$ cat config.mk
export PLATFORM = sky130hd
export DESIGN_NAME = prog_seq_detector
export DESIGN_NICKNAME = d
export VERILOG_FILES = /design/src/rtl/prog_seq_det_pkg.sv /design/src/rtl/sat_counter.sv /design/src/rtl/prog_seq_detector.sv
export SDC_FILE = /design/constraint.sdc
export NUM_CORES = 1
export LEC_CHECK = 0
export CAP_MARGIN = 20
export CORE_MARGIN = 5
export CORE_UTILIZATION = 43
export CTS_CLUSTER_DIAMETER = 150
export DETAILED_ROUTE_END_ITERATION = 10
export GPL_ROUTABILITY_DRIVEN = 0
export PLACE_DENSITY = 0.68
export SLEW_MARGIN = 20
export SYNTH_ARGS = -nofsm -noshare
export SYNTH_HDL_FRONTEND = slang
export SYNTH_HIERARCHICAL = 1
export SYNTH_SLANG_ARGS = --single-unit
$ cat constraint.sdc
create_clock -name clk -period 2.7 [get_ports clk]
set_clock_uncertainty 0.05 [all_clocks]
set_input_delay 0.27 -clock clk [delete_from_list [all_inputs] [get_ports clk]]
set_output_delay 0.27 -clock clk [all_outputs]
set_load 0.005 [all_outputs]
$ cat src/rtl/prog_seq_det_pkg.sv
// Shared constants and helpers for the programmable sequence detector.
// Holds the reset-time pattern defaults and the length-mask function.
package prog_seq_det_pkg;

  localparam logic [7:0] DEF_RST_PATTERN = 8'b0000_1011;
  localparam int         DEF_RST_LEN     = 4;
  localparam bit         DEF_RST_OVERLAP = 1'b1;

  localparam int MASK_W = 32;

  function automatic logic [MASK_W-1:0] len_mask(
    input int unsigned len
  );
    if (len >= MASK_W) return '1;
    return (MASK_W'(1) << len) - MASK_W'(1);
  endfunction

endpackage

$ cat src/rtl/sat_counter.sv
// Saturating up-counter with synchronous reset and clear.
// Holds at all-ones once reached instead of wrapping.
module sat_counter #(
  parameter int W = 16
) (
  input  logic         clk,
  input  logic         rst,
  input  logic         clr_i,
  input  logic         inc_i,
  output logic [W-1:0] cnt_o
);

  logic [W-1:0] cnt_q;
  logic [W-1:0] cnt_d;

  always_comb begin
    cnt_d = cnt_q;
    if (clr_i)
      cnt_d = '0;
    else if (inc_i && (cnt_q != '1))
      cnt_d = cnt_q + W'(1);
  end

  always_ff @(posedge clk) begin
    if (rst)
      cnt_q <= '0;
    else
      cnt_q <= cnt_d;
  end

  assign cnt_o = cnt_q;

endmodule

$ cat src/rtl/prog_seq_detector.sv
// Runtime-programmable serial pattern detector with Mealy strobe,
// registered strobe and saturating match counter.
module prog_seq_detector
  import prog_seq_det_pkg::*;
#(
  parameter int                 MAX_LEN     = 8,
  parameter int                 LEN_W       = $clog2(MAX_LEN + 1),
  parameter int                 CNT_W       = 16,
  parameter logic [MAX_LEN-1:0] RST_PATTERN = MAX_LEN'(DEF_RST_PATTERN),
  parameter int                 RST_LEN     = DEF_RST_LEN,
  parameter bit                 RST_OVERLAP = DEF_RST_OVERLAP
) (
  input  logic               clk,
  input  logic               rst,
  input  logic               x_valid,
  input  logic               x,
  input  logic               cfg_load,
  input  logic [MAX_LEN-1:0] cfg_pattern,
  input  logic [LEN_W-1:0]   cfg_len,
  input  logic               cfg_overlap,
  output logic               match,
  output logic               match_q,
  output logic [CNT_W-1:0]   match_count
);

  localparam logic [LEN_W-1:0] MAX_L = LEN_W'(MAX_LEN);
  localparam logic [LEN_W-1:0] RST_L = LEN_W'(RST_LEN);

  logic [MAX_LEN-1:0] hist_q, hist_d;
  logic [MAX_LEN-1:0] pat_q, pat_d;
  logic [LEN_W-1:0]   fill_q, fill_d;
  logic [LEN_W-1:0]   len_q, len_d;
  logic               ovl_q, ovl_d;
  logic               match_q_d;

  logic [MAX_LEN-1:0] shifted;
  logic [MAX_LEN-1:0] mask;
  logic [LEN_W-1:0]   eff_len;
  logic [LEN_W-1:0]   fill_inc;
  logic               consume;
  logic               hit;

  assign shifted  = {hist_q[MAX_LEN-2:0], x};
  assign mask     = MAX_LEN'(len_mask(32'(len_q)));
  assign eff_len  = (cfg_len > MAX_L) ? MAX_L : cfg_len;
  assign fill_inc = (fill_q == MAX_L) ? MAX_L : fill_q + LEN_W'(1);
  assign consume  = x_valid && !cfg_load && !rst;

  // Require len-1 stored bits so that masked-in history is all fresh.
  assign hit = (len_q != '0)
            && (fill_q >= len_q - LEN_W'(1))
            && ((shifted & mask) == (pat_q & mask));

  assign match = consume && hit;

  always_comb begin
    hist_d    = hist_q;
    fill_d    = fill_q;
    pat_d     = pat_q;
    len_d     = len_q;
    ovl_d     = ovl_q;
    match_q_d = match;
    if (cfg_load) begin
      hist_d    = '0;
      fill_d    = '0;
      pat_d     = cfg_pattern;
      len_d     = eff_len;
      ovl_d     = cfg_overlap;
      match_q_d = 1'b0;
    end else if (x_valid) begin
      hist_d = shifted;
      fill_d = (match && !ovl_q) ? '0 : fill_inc;
    end
  end

  always_ff @(posedge clk) begin
    if (rst) begin
      hist_q  <= '0;
      fill_q  <= '0;
      pat_q   <= RST_PATTERN;
      len_q   <= RST_L;
      ovl_q   <= RST_OVERLAP;
      match_q <= 1'b0;
    end else begin
      hist_q  <= hist_d;
      fill_q  <= fill_d;
      pat_q   <= pat_d;
      len_q   <= len_d;
      ovl_q   <= ovl_d;
      match_q <= match_q_d;
    end
  end

  sat_counter #(
    .W(CNT_W)
  ) u_cnt (
    .clk  (clk),
    .rst  (rst),
    .clr_i(cfg_load),
    .inc_i(match),
    .cnt_o(match_count)
  );

endmodule

# Yosys cells after proc, flatten, opt, wreduce, memory -nomap -nowiden
# Index checks and enable logic that the tools add are counted.
word_totals:
  ram_bits: 0
  word_cells: 34
  in_bits: 18
  romBits: 0
  mem_count: 0
  reg_bits: 41
  latch_bits: 0
  out_inout_bits: 18
classes:
  magnitude_cmp: 2
  n_bitwise: 2
  n_eq_ne: 3
  mul: 0
  n_shift: 1
  n_addsub: 4
  mux: 3
  n_div: 0
  n_reduce_logical: 12
op_table:
  columns: ["cell", "count"]
  rows:
  - ["adder 16 x 1 -> 16 bit, second input constant", 1]
  - ["bitwise AND 8 bit", 2]
  - ["!= test 16 bit, second input constant", 1]
  - ["two-way mux 4 bit", 3]
  - ["== test 8 bit", 1]
  - ["left shift 1 x 4 -> 8 bit, first input constant", 1]
  - ["subtractor 8 x 2 -> 8 bit, second input constant", 1]
  - ["logical AND 1 bit", 7]
  - ["adder 4 x 1 -> 4 bit, second input constant", 1]
  - ["== test 4 bit, second input constant", 1]
  - [">= comparator 4 bit", 1]
  - ["greater-than comparator 4 bit, second input constant", 1]
  - ["nonzero test 4 bit", 1]
  - ["subtractor 4 x 1 -> 4 bit, second input constant", 1]
  - ["zero test 1 bit", 3]
  - ["OR reduction 2 bit", 1]

# Depth between registers and ports, before layout
logic_depth:
  word_depth: 8
  ltp_mapped: 13
  depth_no_buf: 12

# Modules after synthesis
# Netlist, hierarchy kept.
by_module_without_submodules:
  columns: ["mod", "cells_per_inst", "seq_area_each_um2", "area_per_inst_um2", "n_inst"]
  rows:
  - ["prog_seq_detector", 158, 500.5, 1482.7, 1]
  - ["sat_counter", 102, 320.3, 917.1, 1]

# Worst setup path after synthesis
# OpenSTA, ideal clock, no wires.
synth_timing:
  kind: "register -> register"
  start: "register len_q[0]"
  end: "register u_cnt.cnt_q[12] (netlist: u_cnt/cnt_o[12])"
  synth_period_minus_slack_ns: 3.140
  path_stages_with_launch: 14
  arrival_ns: 2.999
  path_buffers: 1
  path_slack_ns: -0.440
  t_required_ns: 2.559
  setup_ns: 0.091
  path_cell_list: "dfxtp_1 -> inv_1 -> ha_1 -> nand2_1 -> ha_1 -> inv_1 -> a211oi_1 -> nand4b_4 -> nor4_1 -> and4_4 -> and3_1 -> buf_4 -> a31oi_1 -> a311oi_1"
synth_via:
  elab_chain_cells: 7
  elab_cells_between_ends: 12
  classes_between: "add/sub: 2; order compare: 1; eq/ne: 1; shift: 1; bitwise: 2; reduce/logical: 5"
synth_lines:
  columns: ["element", "line_no", "source"]
  rows:
  - ["start, declared", "prog_seq_detector.sv:32", "logic [LEN_W-1:0] len_q, len_d;"]
  - ["start signal, assigned", "prog_seq_detector.sv:88", "len_q <= len_d;"]
  - ["left shift 1 x 4 -> 8 bit", "prog_seq_det_pkg.sv:15", "return (MASK_W'(1) << len) - MASK_W'(1);"]
  - ["subtractor 8 x 2 -> 8 bit", "prog_seq_det_pkg.sv:15", null]
  - ["bitwise AND 8 bit", "prog_seq_detector.sv:52", "&& ((shifted & mask) == (pat_q & mask));"]
  - ["== test 8 bit", "prog_seq_detector.sv:52", null]
  - ["logical AND 1 bit (*)", "prog_seq_detector.sv:52", null]
  - ["logical AND 1 bit (*)", "prog_seq_detector.sv:54", "assign match = consume && hit;"]
  - ["named net match", "prog_seq_detector.sv:21", "output logic match,"]
  - ["logical AND 1 bit (*)", "sat_counter.sv:20", "else if (inc_i && (cnt_q != '1))"]
  - ["end signal, assigned", "sat_counter.sv:28", "cnt_q <= cnt_d;"]
  - ["end, declared", "sat_counter.sv:13", "logic [W-1:0] cnt_q;"]
# The timed path passes the listed nets; every way through them passes the cells marked *.
# A chain may end at the register's enable or synchronous reset.

# Worst setup path in the final report
layout_timing:
  start: "register len_q[1]"
  end: "register u_cnt.cnt_q[12] (netlist: u_cnt/cnt_o[12])"
layout_via:
  elab_chain_cells: 7
  elab_cells_between_ends: 12
  classes_between: "add/sub: 2; order compare: 1; eq/ne: 1; shift: 1; bitwise: 2; reduce/logical: 5"
layout_lines:
  columns: ["element", "line_no"]
  rows:
  - ["left shift 1 x 4 -> 8 bit", "prog_seq_det_pkg.sv:15"]
  - ["subtractor 8 x 2 -> 8 bit", "prog_seq_det_pkg.sv:15"]
  - ["bitwise AND 8 bit", "prog_seq_detector.sv:52"]
  - ["== test 8 bit", "prog_seq_detector.sv:52"]
  - ["logical AND 1 bit (*)", "prog_seq_detector.sv:52"]
  - ["logical AND 1 bit (*)", "prog_seq_detector.sv:54"]
  - ["logical AND 1 bit (*)", "sat_counter.sv:20"]
# Mark *: on every way between the ends. The rest lies on a longest branch, timed or not.

==> reports/qor.yml <==
synth:
  synthCells: 260
  syn_area_sq_um: 2400
  synth_edf_count: 0
  async_reset_ff_share_pct: 0
  synth_warnings: 6
  synth_seq_area_share_pct: 34.20
  postSynthAreaPerCell_sq_um: 9.230
  synth.distinct_cells: 62
  synth_nets: 291
  synth-main-ff-cell: "dfxtp_1"
  synth-seq-cells: 41
worst_setup_path:
  path_buf_inv: 1
  slowest_stage: "dfxtp_4"
  max_stage_delay_ns: 0.38
  path_delay_family: "simple AND/OR/NAND/NOR gates"
  critPathRequiredTime_ns: 2.87
  critPathArrivalTime_ns: 2.89
  cp-start-kind: "register"
  critPathMaxFanout: 6
  crit_type: "reg -> reg"
  crit_chain: "nor3_4 -> xnor2_1 -> ha_2 -> o21ai_2 -> a211oi_4 -> nand4b_4 -> nor4_4 -> buf_4 -> and4_4 -> and3_4 -> a31oi_1 -> a311oi_1"
  end_kind: "register"
place:
  dp_hpwl_mm: 4.069
  port_buffers: 35
  dp_cells: 376
  preCtsSetupSlack_ns: -0.1810
die:
  num_rows: 27
  core_area_sq_um: 5473
  die_area_sq_um: 7175
  initial_core_util_pct: 43.85
  io_pins: 36
  die_h_um: 84.71
  dieWidth_um: 84.71
cells_and_area:
  layoutNonFillerInstCount: 387
  drive_gt1_share_pct: 27.62
  final_common_cell: "dfxtp_1"
  syn_to_final_growth_pct: 35.92
  fin_nets: 346
  layout_common_cells: "dfxtp_1, clkdlybuf4s50_1, buf_4"
  antenna_cells: 0
pwr:
  leakage_nw: 1.224
  ir_drop_mv: 0.2942
  powerDensity_nw_per_um2: 409.5
grt:
  grt_pass1_wl_mm: 9.232
  grt_util_all_layers_pct: 15.76
  grt_pass1_vias: 1888
  antenna_found_initial: 0
  grt-ovfl-total: 0
  grt_max_degree: 27
run:
  maxCapViolCount: 0
clock_network:
  clock_tree.buffer_depth: 2
  cts_root_buf: "clkbuf_8"
  clkLatencyLatePin_ns: 0.30
  h-tree-depth: 2
  cts.sinks: 41
  cts.reportedPaths.clkPinSlew_ns: 0.09
  numCtsBuffers: 5
  cts_tree: "done"
drt:
  antenna_left: 0
  drt-total-wl_mm: 5.630
  vias: 2055
  dr.pass1.iters: 4
  post-route-drc-count: 0
  wl_per_cell_um: 14.55
  via_per_inst: 5.310
  dr.first_iter.drc_count: 74
sta:
  period_share_pct: 100.8
  fmax_mhz: 367.3
  tightest_slew_ns: 0.7173
  tns_ns: -0.02284
  max_slew_margin_pct: 52.00
  fin_crit_ns: 2.723
  setup_viol: 1
  drv_slew: 0
  hold_violations: 0
  rsz0062_at_grt: "true"
  finalWorstSetupSlack_ns: -0.02284
worst_hold_path:
  hp-class: "reg -> reg"
outcome:
  status: "complete, but fails checks"
  violations: "setup timing"
-- area by class of cell --
type	instances	area, sq um
clock inverter	2	35.03
tap	72	90.09
multi-input combinational	197	1657
inverter	9	41.29
timing repair buffer	61	540.5
sequential	41	829.5
clock buffer	5	68.82
fill	481	2211
-- worst paths after layout --
kind | from | to | slack, ns | cells past startpoint
hold reg to reg | u_cnt/cnt_o[5] | u_cnt/cnt_o[5] | 0.45 | 2
setup / recovery | len_q[1] | u_cnt/cnt_o[12] | -0.02 | 12
hold / removal | u_cnt/cnt_o[5] | u_cnt/cnt_o[5] | 0.45 | 2
setup reg to reg | len_q[1] | u_cnt/cnt_o[12] | -0.02 | 12
-- logic make-up (layout without fill, tap and decap cells) --
family / after synthesis / after routing / share of synthesized area (%)
compound gates: 55 / 55 / 17.05
buf+inv: 22 / 77 / 5.161
mux: 19 / 19 / 7.925
fa+ha+maj: 13 / 13 / 6.778
flops: 41 / 41 / 34.20
xor+xnor: 13 / 13 / 4.745
simple gates: 97 / 97 / 24.14
-- Yosys cell counts, drive strengths merged (7+ instances only) --
cell	count	area, sq um
o21ai	10	50.05
ha	13	162.7
nand3	8	40.04
a21oi	11	55.05
dfxtp	41	820.8
nand2	19	71.32
buf	9	70.06
inv	9	33.78
xor2	7	61.31
nor3	8	56.31
nor2	22	85.09
or3	7	47.54
mux2i	19	190.2
-- routing by layer --
layer | track usage, % | wire, um
met5 | 0 | 0
met4 | 4.748 | 79
met3 | 3.140 | 221
met2 | 23.63 | 2555
met1 | 22.70 | 2773
-- flip-flops by register name, indices dropped and copies added (netlist names) --
signal       cells
ovl_q            1
pat_q            8
u_cnt/cnt_o     16
fill_q           4
len_q            4
hist_q           7
match_q          1
-- what timing repair did --
action / 4_1_cts / 5_1_grt
gates cloned: 0 / 0
gates resized for setup: 29 / 23
pin swaps: 14 / 4
setup buffers: 1 / 3
setup endpoints to repair: 10 / 16
hold buffers: 0 / 0
-- stage by stage --
step | hold slack [ns] | util, % | cell area [sq um] | power, mW
2_1_floorplan | 0.3157 | - | 2422 | 0.7567
3_3_place_gp | 0.4287 | 53.68 | 2938 | 0.8250
3_5_place_dp | 0.4337 | 53.68 | 2938 | 0.8272
4_1_cts | 0.4454 | 57.22 | 3132 | 1.322
5_1_grt | 0.4734 | 59.60 | 3262 | 1.403
6_report | 0.4460 | 59.60 | 3262 | 1.336
-- where the power goes --
group | total [mW] | switching [mW] | leakage (nW) | internal [mW]
Combinational | 0.216 | 0.104 | 0.835 | 0.111
Sequential | 0.629 | 0.0123 | 0.335 | 0.617
Clock | 0.491 | 0.222 | 0.0540 | 0.269
-- worst register-to-register path: cells and delay by family, from the launching register on --
kind	cells	cell delay (ns)
xor gates and xnor gates	1	0.10
adders and majority gates	1	0.34
DFF	1	0.38
and+or+nand+nor	5	0.95
AOI/OAI and AO/OA	4	0.67
buffers and inverters	1	0.16
No activity file was read; power rests on OpenSTA's default activity.
